<file path="src/rtl/onehot_decoder_pkg.sv">
// Shared definitions for the one-hot encoder/decoder family.
// Holds the vector-width derivation and the ACCUM/HOLD state encoding.
package onehot_decoder_pkg;

   typedef enum logic {
      ACCUM = 1'b0,
      HOLD  = 1'b1
   } state_t;

   function automatic int vec_width(input int log_s);
      return 1 << log_s;
   endfunction

endpackage

</file>
<file path="src/rtl/onehot_decoder_if.sv">
// Index-beat input channel and decoded-vector output channel of the decoder.
// The producer/consumer side uses master; the decoder itself uses slave.
interface onehot_decoder_if
   import onehot_decoder_pkg::*;
#(
   parameter int logS = 4
);
   localparam int S = vec_width(logS);

   logic            in_valid;
   logic            in_ready;
   logic [logS-1:0] in_idx;
   logic            in_last;
   logic            out_valid;
   logic            out_ready;
   logic [S/2-1:0]  g_output;
   logic [S/2-1:0]  e_output;
   logic            out_dup;

   modport master (
      output in_valid, in_idx, in_last, out_ready,
      input  in_ready, out_valid, g_output, e_output, out_dup
   );

   modport slave (
      input  in_valid, in_idx, in_last, out_ready,
      output in_ready, out_valid, g_output, e_output, out_dup
   );
endinterface

</file>
<file path="src/rtl/onehot_decoder_decoder.sv">
// Combinational binary-to-one-hot decoder, built by recursively halving the
// index: the MSB selects which half the lower-order one-hot lands in.
module decoder_ #(
   parameter int logS = 4
) (
   input  logic [logS-1:0]      idx,
   output logic [(1<<logS)-1:0] hot
);
   localparam int HALF = 1 << (logS - 1);

   generate
      if (logS == 1) begin : g_leaf
         assign hot = {idx[0], ~idx[0]};
      end else begin : g_split
         logic [HALF-1:0] half;

         decoder_ #(.logS(logS - 1)) u_half (
            .idx (idx[logS-2:0]),
            .hot (half)
         );

         assign hot = idx[logS-1] ? {half, {HALF{1'b0}}} : {{HALF{1'b0}}, half};
      end
   endgenerate
endmodule

</file>
<file path="src/rtl/onehot_decoder.sv">
// Accumulates a group of index beats into an S-bit vector (OR of 1<<idx) and
// presents it, with a duplicate flag, on a valid/ready output channel.
module onehot_decoder
   import onehot_decoder_pkg::*;
#(
   parameter int logS = 4
) (
   input logic              clk,
   input logic              rst,
   onehot_decoder_if.slave  bus
);
   localparam int S = vec_width(logS);

   state_t         state;
   state_t         state_nxt;
   logic [S-1:0]   acc;
   logic [S-1:0]   out_vec;
   logic [S-1:0]   hot;
   logic           dup_acc;
   logic           dup_reg;
   logic           accept;
   logic           hit;

   decoder_ #(.logS(logS)) u_dec (
      .idx (bus.in_idx),
      .hot (hot)
   );

   assign accept = bus.in_valid && (state == ACCUM);
   assign hit    = |(acc & hot);

   // NOTE: every state reg, including the wide accumulator and output vector, is cleared asynchronously so an abort leaves nothing behind.
   always_ff @(posedge clk or posedge rst) begin
      if (rst) begin
         state   <= ACCUM;
         acc     <= '0;
         out_vec <= '0;
         dup_acc <= 1'b0;
         dup_reg <= 1'b0;
      end else begin
         state <= state_nxt;
         if (accept) begin
            if (bus.in_last) begin
               out_vec <= acc | hot;
               dup_reg <= dup_acc | hit;
               acc     <= '0;
               dup_acc <= 1'b0;
            end else begin
               acc     <= acc | hot;
               dup_acc <= dup_acc | hit;
            end
         end
      end
   end

   // NOTE: state_nxt gets a default before the case so no latch is inferred.
   always_comb begin
      state_nxt = state;
      case (state)
         ACCUM:   if (accept && bus.in_last) state_nxt = HOLD;
         HOLD:    if (bus.out_ready)         state_nxt = ACCUM;
         default: state_nxt = ACCUM;
      endcase
   end

   // Handshake outputs come from state alone; data outputs come from registers.
   assign bus.in_ready  = (state == ACCUM);
   assign bus.out_valid = (state == HOLD);
   assign bus.g_output  = out_vec[S/2-1:0];
   assign bus.e_output  = out_vec[S-1:S/2];
   assign bus.out_dup   = dup_reg;
endmodule

</file>
<file path="src/flat_wrapper.sv">
// flat-port wrapper written by rule: the top's interface ports become plain ports
module onehot_decoder_flat import onehot_decoder_pkg::*;
#(
   parameter int logS = 4
)
  (clk, rst, bus_in_valid, bus_in_idx, bus_in_last, bus_out_ready, bus_in_ready, bus_out_valid, bus_g_output, bus_e_output, bus_out_dup);
  onehot_decoder_if #(.logS(logS)) bus_i ();
  input logic clk;
  input logic rst;
  input wire logic [$bits(bus_i.in_valid)-1:0] bus_in_valid;
  input wire logic [$bits(bus_i.in_idx)-1:0] bus_in_idx;
  input wire logic [$bits(bus_i.in_last)-1:0] bus_in_last;
  input wire logic [$bits(bus_i.out_ready)-1:0] bus_out_ready;
  output wire logic [$bits(bus_i.in_ready)-1:0] bus_in_ready;
  output wire logic [$bits(bus_i.out_valid)-1:0] bus_out_valid;
  output wire logic [$bits(bus_i.g_output)-1:0] bus_g_output;
  output wire logic [$bits(bus_i.e_output)-1:0] bus_e_output;
  output wire logic [$bits(bus_i.out_dup)-1:0] bus_out_dup;
  assign bus_i.in_valid = bus_in_valid;
  assign bus_i.in_idx = bus_in_idx;
  assign bus_i.in_last = bus_in_last;
  assign bus_i.out_ready = bus_out_ready;
  assign bus_in_ready = bus_i.in_ready;
  assign bus_out_valid = bus_i.out_valid;
  assign bus_g_output = bus_i.g_output;
  assign bus_e_output = bus_i.e_output;
  assign bus_out_dup = bus_i.out_dup;
  onehot_decoder #(.logS(logS)) u_core (.clk(clk), .rst(rst), .bus(bus_i));
endmodule
</file>
<file path="config.mk">
export PLATFORM = sky130hd
export DESIGN_NAME = onehot_decoder_flat
export DESIGN_NICKNAME = d
export VERILOG_FILES = /design/src/rtl/onehot_decoder_pkg.sv /design/src/rtl/onehot_decoder_if.sv /design/src/rtl/onehot_decoder_decoder.sv /design/src/rtl/onehot_decoder.sv /design/src/flat_wrapper.sv
export SDC_FILE = /design/constraint.sdc
export NUM_CORES = 1
export LEC_CHECK = 0
export ABC_CLOCK_PERIOD_IN_PS = 1500
export CORE_MARGIN = 2
export CORE_UTILIZATION = 47
export CTS_CLUSTER_DIAMETER = 150
export DETAILED_ROUTE_END_ITERATION = 12
export GPL_ROUTABILITY_DRIVEN = 0
export GPL_TIMING_DRIVEN = 0
export PLACE_DENSITY = 0.72
export SLEW_MARGIN = 20
export SYNTH_ARGS = -nofsm -noshare
export SYNTH_HDL_FRONTEND = slang
export SYNTH_SLANG_ARGS = --single-unit
</file>
<file path="constraint.sdc">
create_clock -name clk -period 1.5 [get_ports clk]
set_clock_uncertainty 0.15 [all_clocks]
set_input_delay 0.15 -clock clk [delete_from_list [all_inputs] [get_ports clk]]
set_output_delay 0.15 -clock clk [all_outputs]
set_load 0.02 [all_outputs]
</file>
; ---- After elaboration in Yosys (flattened, before gate mapping)
; Cells that the tools add are included.
[op_classes]
mux = 8
bitwise_logic = 5
n_reduce_logical = 4
[ops]
columns = operator, n
row1 = 2-to-1 mux 16 bit, 2
row2 = AND 16 bit, 1
row3 = OR 16 bit, 1
row4 = OR reduction 16 bit, 1
row5 = 2-to-1 mux 8 bit, 1
row6 = 2-to-1 mux 4 bit, 1
row7 = 2-to-1 mux 1 bit, 3
row8 = logical AND 1 bit, 2
row9 = NOT 1 bit, 2
row10 = case mux 1 bit (2 select lines), 1
row11 = AND reduction 2 bit, 1
row12 = OR 1 bit, 1
[totals]
in_bits = 9
regBits = 35
output_inout_bits = 19

; ---- Longest topological paths before layout
[logic_depth]
ltp_word = 8
depth_mapped = 6

; ---- By module
; From an unflattened synthesis, not the netlist that was laid out.
[unflattened]
cells_unflattened = 175
area_unflattened_um2 = 1681.6
[by_module_without_submodules]
columns = mod, area_each_um2, instances, cells_per_inst
row1 = onehot_decoder, 1476.4, 1, 144
row2 = decoder_ at u_core.u_dec, 118.9, 1, 17
row3 = decoder_ at u_core.u_dec.g_split.u_half, 50.0, 1, 8
row4 = decoder_ at u_core.u_dec.g_split.u_half.g_split.u_half, 25.0, 1, 4
row5 = decoder_ at u_core.u_dec.g_split.u_half.g_split.u_half.g_split.u_half, 11.3, 1, 2

; ---- Worst setup path before layout
; OpenSTA, ideal clock, no wires.
[synth_path]
path_kind = reg-to-reg
startpoint = reg u_core.state (netlist: u_core.bus.out_valid)
endpoint = reg u_core.out_vec[0]
setup_time_ps = 136
arrival_time_ps = 1254
required_ps = 1214
path_stages_with_launch = 7
slack_ps = -40
cell_sequence = dfrtp_1 > nor2b_1 > clkbuf_1 > nand2_1 > clkbuf_1 > nand2_1 > o21ai_0
[synth_between]
elab_chain_len = 3
[synth_lines]
columns = item, line
row1 = from (decl), onehot_decoder.sv:14  ; state_t state;
row2 = from (signal assigned), onehot_decoder.sv:41  ; state <= state_nxt;
row3 = NOT 1 bit, onehot_decoder.sv:29  ; assign accept = bus.in_valid && (state == ACCUM);
row4 = logical AND 1 bit, onehot_decoder.sv:29
row5 = AND reduction 2 bit (no line), n/a
row6 = to (signal assigned), onehot_decoder.sv:44  ; out_vec <= acc | hot;
row7 = to (decl), onehot_decoder.sv:17  ; logic [S-1:0] out_vec;
; Every way passes these cells.
; A chain may end at the register's enable or synchronous reset.

; ---- Worst setup path after layout
[layout_path]
startpoint = reg u_core.acc[10]
endpoint = reg u_core.dup_reg (netlist: u_core.bus.out_dup)
[layout_between]
elab_chain_len = 3
[layout_lines]
columns = item, line
row1 = from (decl), onehot_decoder.sv:16  ; logic [S-1:0] acc;
row2 = from (signal assigned), onehot_decoder.sv:49  ; acc <= acc | hot;
row3 = AND 16 bit, onehot_decoder.sv:30  ; assign hit = |(acc & hot);
row4 = OR reduction 16 bit, onehot_decoder.sv:30
row5 = OR 1 bit, onehot_decoder.sv:45  ; dup_reg <= dup_acc | hit;
row6 = to (signal assigned), onehot_decoder.sv:45
row7 = to (decl), onehot_decoder.sv:20  ; logic dup_reg;
; Every way passes these cells.

==> results_dict.tcl <==
set metrics [dict create \
    wl_per_cell_um 15.6 \
    cts_tree "done" \
    status "complete, but fails checks" \
    grt_usage 0.220 \
    htreeDepth 2 \
    slew_headroom 0.539 \
    grt_remaining_overflow 0 \
    final_cell_mix "dfrtp_1 (35), a21oi_1 (25), dlygate4sd2_1 (22), nor2_1 (19), nand2_1 (19)" \
    ant_nets 0 \
    path_max_fanout 2 \
    cts_hold_buf 0 \
    layout_commonest_cell "dfrtp_1" \
    viasPerCell 5.65 \
    grt_pass1_wl_um 6690 \
    synth_cells 171 \
    fin_ws_ns -0.138 \
    startpoint_type "flop" \
    vias 1452 \
    routed_wl_um 4020 \
    drc 0 \
    place_inst 244 \
    violations "negative setup slack" \
    avgSynthCellArea_um2 9.59 \
    port_buffers 27 \
    synth_nets 180 \
    diodes 0 \
    die_area_um2 3980 \
    async_reset_ff_frac 1.00 \
    start_util 0.491 \
    layout-drive-gt1-share 0.175 \
    io_pins 28 \
    ys.warnings.count 0 \
    hold_viol_final 0 \
    hold_slack_ns 0.0629 \
    core_area_um2 3340 \
    cp.required_ns 1.57 \
    worstSetupPathType "reg -> reg" \
    numCtsBuffers 5 \
    die_w_um 63.1 \
    pwr_density_cell_nw_per_um2 1060 \
    syn_to_final_growth_pct 25.6 \
    ys.flop_type "dfrtp_1" \
    drt_pass1_iterations 4 \
    antenna_found_initial 0 \
    rsz0062_at_grt "yes" \
    cts_buffer_depth 2 \
    dp_hpwl_um 2760 \
    path_clk_slew_ns 0.11 \
    p_leak_nw 1.03 \
    synth_edf_count 0 \
    die_h_um 63.1 \
    critPathArrivalTime_ns 1.71 \
    yosysSeqAreaShare 0.534 \
    end_kind "flop" \
    final_cells 257 \
    nNetsFinal 219 \
    slew_violations 0 \
    cap_violations 0 \
    clk_latency_ns 0.34 \
    max_freq_mhz 610 \
    hp-class "in -> async" \
    netlist_area_um2 1640 \
    ir_drop_uv 714 \
    grt_pass1_vias 1407 \
    cts_sinks 35 \
    root_buffer "clkbuf_4" \
    period_share 1.09 \
    synth_seq_cells 35 \
    grt_max_degree 36 \
    tightest_slew_ns 0.690 \
    num_rows 21 \
    final.fill_count 305 \
    setup_viol 2 \
    synth_cell_type_count 32 \
    final.min_clock_period_ns 1.64 \
    drtIter0Drc 138 \
]
-- synth_stat cells (2+ instances only) --
cell	number	area share
nor2_1	19	0.044
a311oi_1	2	0.011
nand3b_1	2	0.0092
and3b_1	2	0.011
nor4b_2	2	0.018
inv_1	5	0.011
buf_6	3	0.021
and2_1	3	0.011
a31oi_1	8	0.031
nand2_1	20	0.046
nor2b_1	2	0.0076
dfrtp_1	35	0.53
and3_1	2	0.0076
nand3_1	2	0.0061
o21ai_0	18	0.055
a21oi_1	25	0.076
buf_4	2	0.0092
clkbuf_1	5	0.011
-- registers in the layout, indices dropped and copies added, names as in the netlist --
| name | flops |
|---|---|
| u_core.acc | 16 |
| u_core.out_vec | 16 |
| u_core.bus.out_dup | 1 |
| u_core.bus.out_valid | 1 |
| u_core.dup_acc | 1 |
-- worst max-delay path, stage by stage, from the launching register on --
cell and delay [ns]:
dfrtp_1 0.40, mux2_2 0.26, a222oi_1 0.34, o2111a_1 0.27
a31oi_1 0.09
-- cell families (layout without fill, tap and decap cells) --
kind of cell | count (synthesis) | in the layout | synth area share
and+or+nand+nor | 60 | 60 | 0.195
AOI/OAI and AO/OA | 57 | 57 | 0.196
DFF | 35 | 35 | 0.534
buffers and inverters | 17 | 57 | 0.0588
muxes | 2 | 2 | 0.0160
-- where the power goes --
group / internal, W / leakage, nW / switching (W)
clock: 0.000174 / 0.0347 / 0.000314
sequential: 0.00106 / 0.470 / 0.0000748
combinational: 0.000226 / 0.523 / 0.000333
-- routing by layer --
metal | part of all wire | global-route usage
met3 | 0.060 | 0.0589
met1 | 0.44 | 0.283
met2 | 0.49 | 0.350
met4 | 0.017 | 0.0944
met5 | 0 | 0
-- per-stage QoR --
stage               setup WS, ns  utilization  instance area [um2]  setup TNS (ns)  total power, W
floorplan                 0.0429            -                 1640               0         0.00147
global placement          -0.553        0.590                 1970          -18.11         0.00172
detailed placement        -0.580        0.590                 1970           -9.42         0.00174
CTS                       -0.109        0.606                 2020          -0.200         0.00216
global route              -0.191        0.617                 2060          -0.370         0.00231
finish                    -0.138        0.617                 2060          -0.255         0.00218
-- area by class of cell --
class,count,area [um2],area share
Clock buffer,5,37.5,0.0182
Multi-Input combinational cell,119,682,0.331
Clock inverter,3,15.0,0.00729
Tap cell,46,57.6,0.0279
Sequential cell,35,876,0.425
Buffer,12,100,0.0486
Timing Repair Buffer,32,273,0.132
Inverter,5,18.8,0.00911
-- timing repair --
item,CTS,global route
pin swaps,4,0
gates cloned,0,1
setup endpoints to repair,48,34
setup buffers,2,2
resized for setup,30,22
-- final timing paths --
kind	endpoint	cells past startpoint	from	slack, ns
setup / recovery	u_core.bus.out_dup$_DFFE_PP0P_	4	u_core.acc[10]$_DFFE_PP0P_	-0.14
hold / removal	u_core.out_vec[5]$_DFFE_PP0P_	2	rst	0.06
setup reg to reg	u_core.bus.out_dup$_DFFE_PP0P_	4	u_core.acc[10]$_DFFE_PP0P_	-0.14
hold reg to reg	u_core.out_vec[2]$_DFFE_PP0P_	2	u_core.out_vec[2]$_DFFE_PP0P_	0.33
max in group asynchronous	u_core.acc[0]$_DFFE_PP0P_	2	rst	0.67
min in group clk	u_core.bus.out_valid$_DFF_PP0_	2	bus_out_ready	0.23
Power figures use the tool's default switching activity.
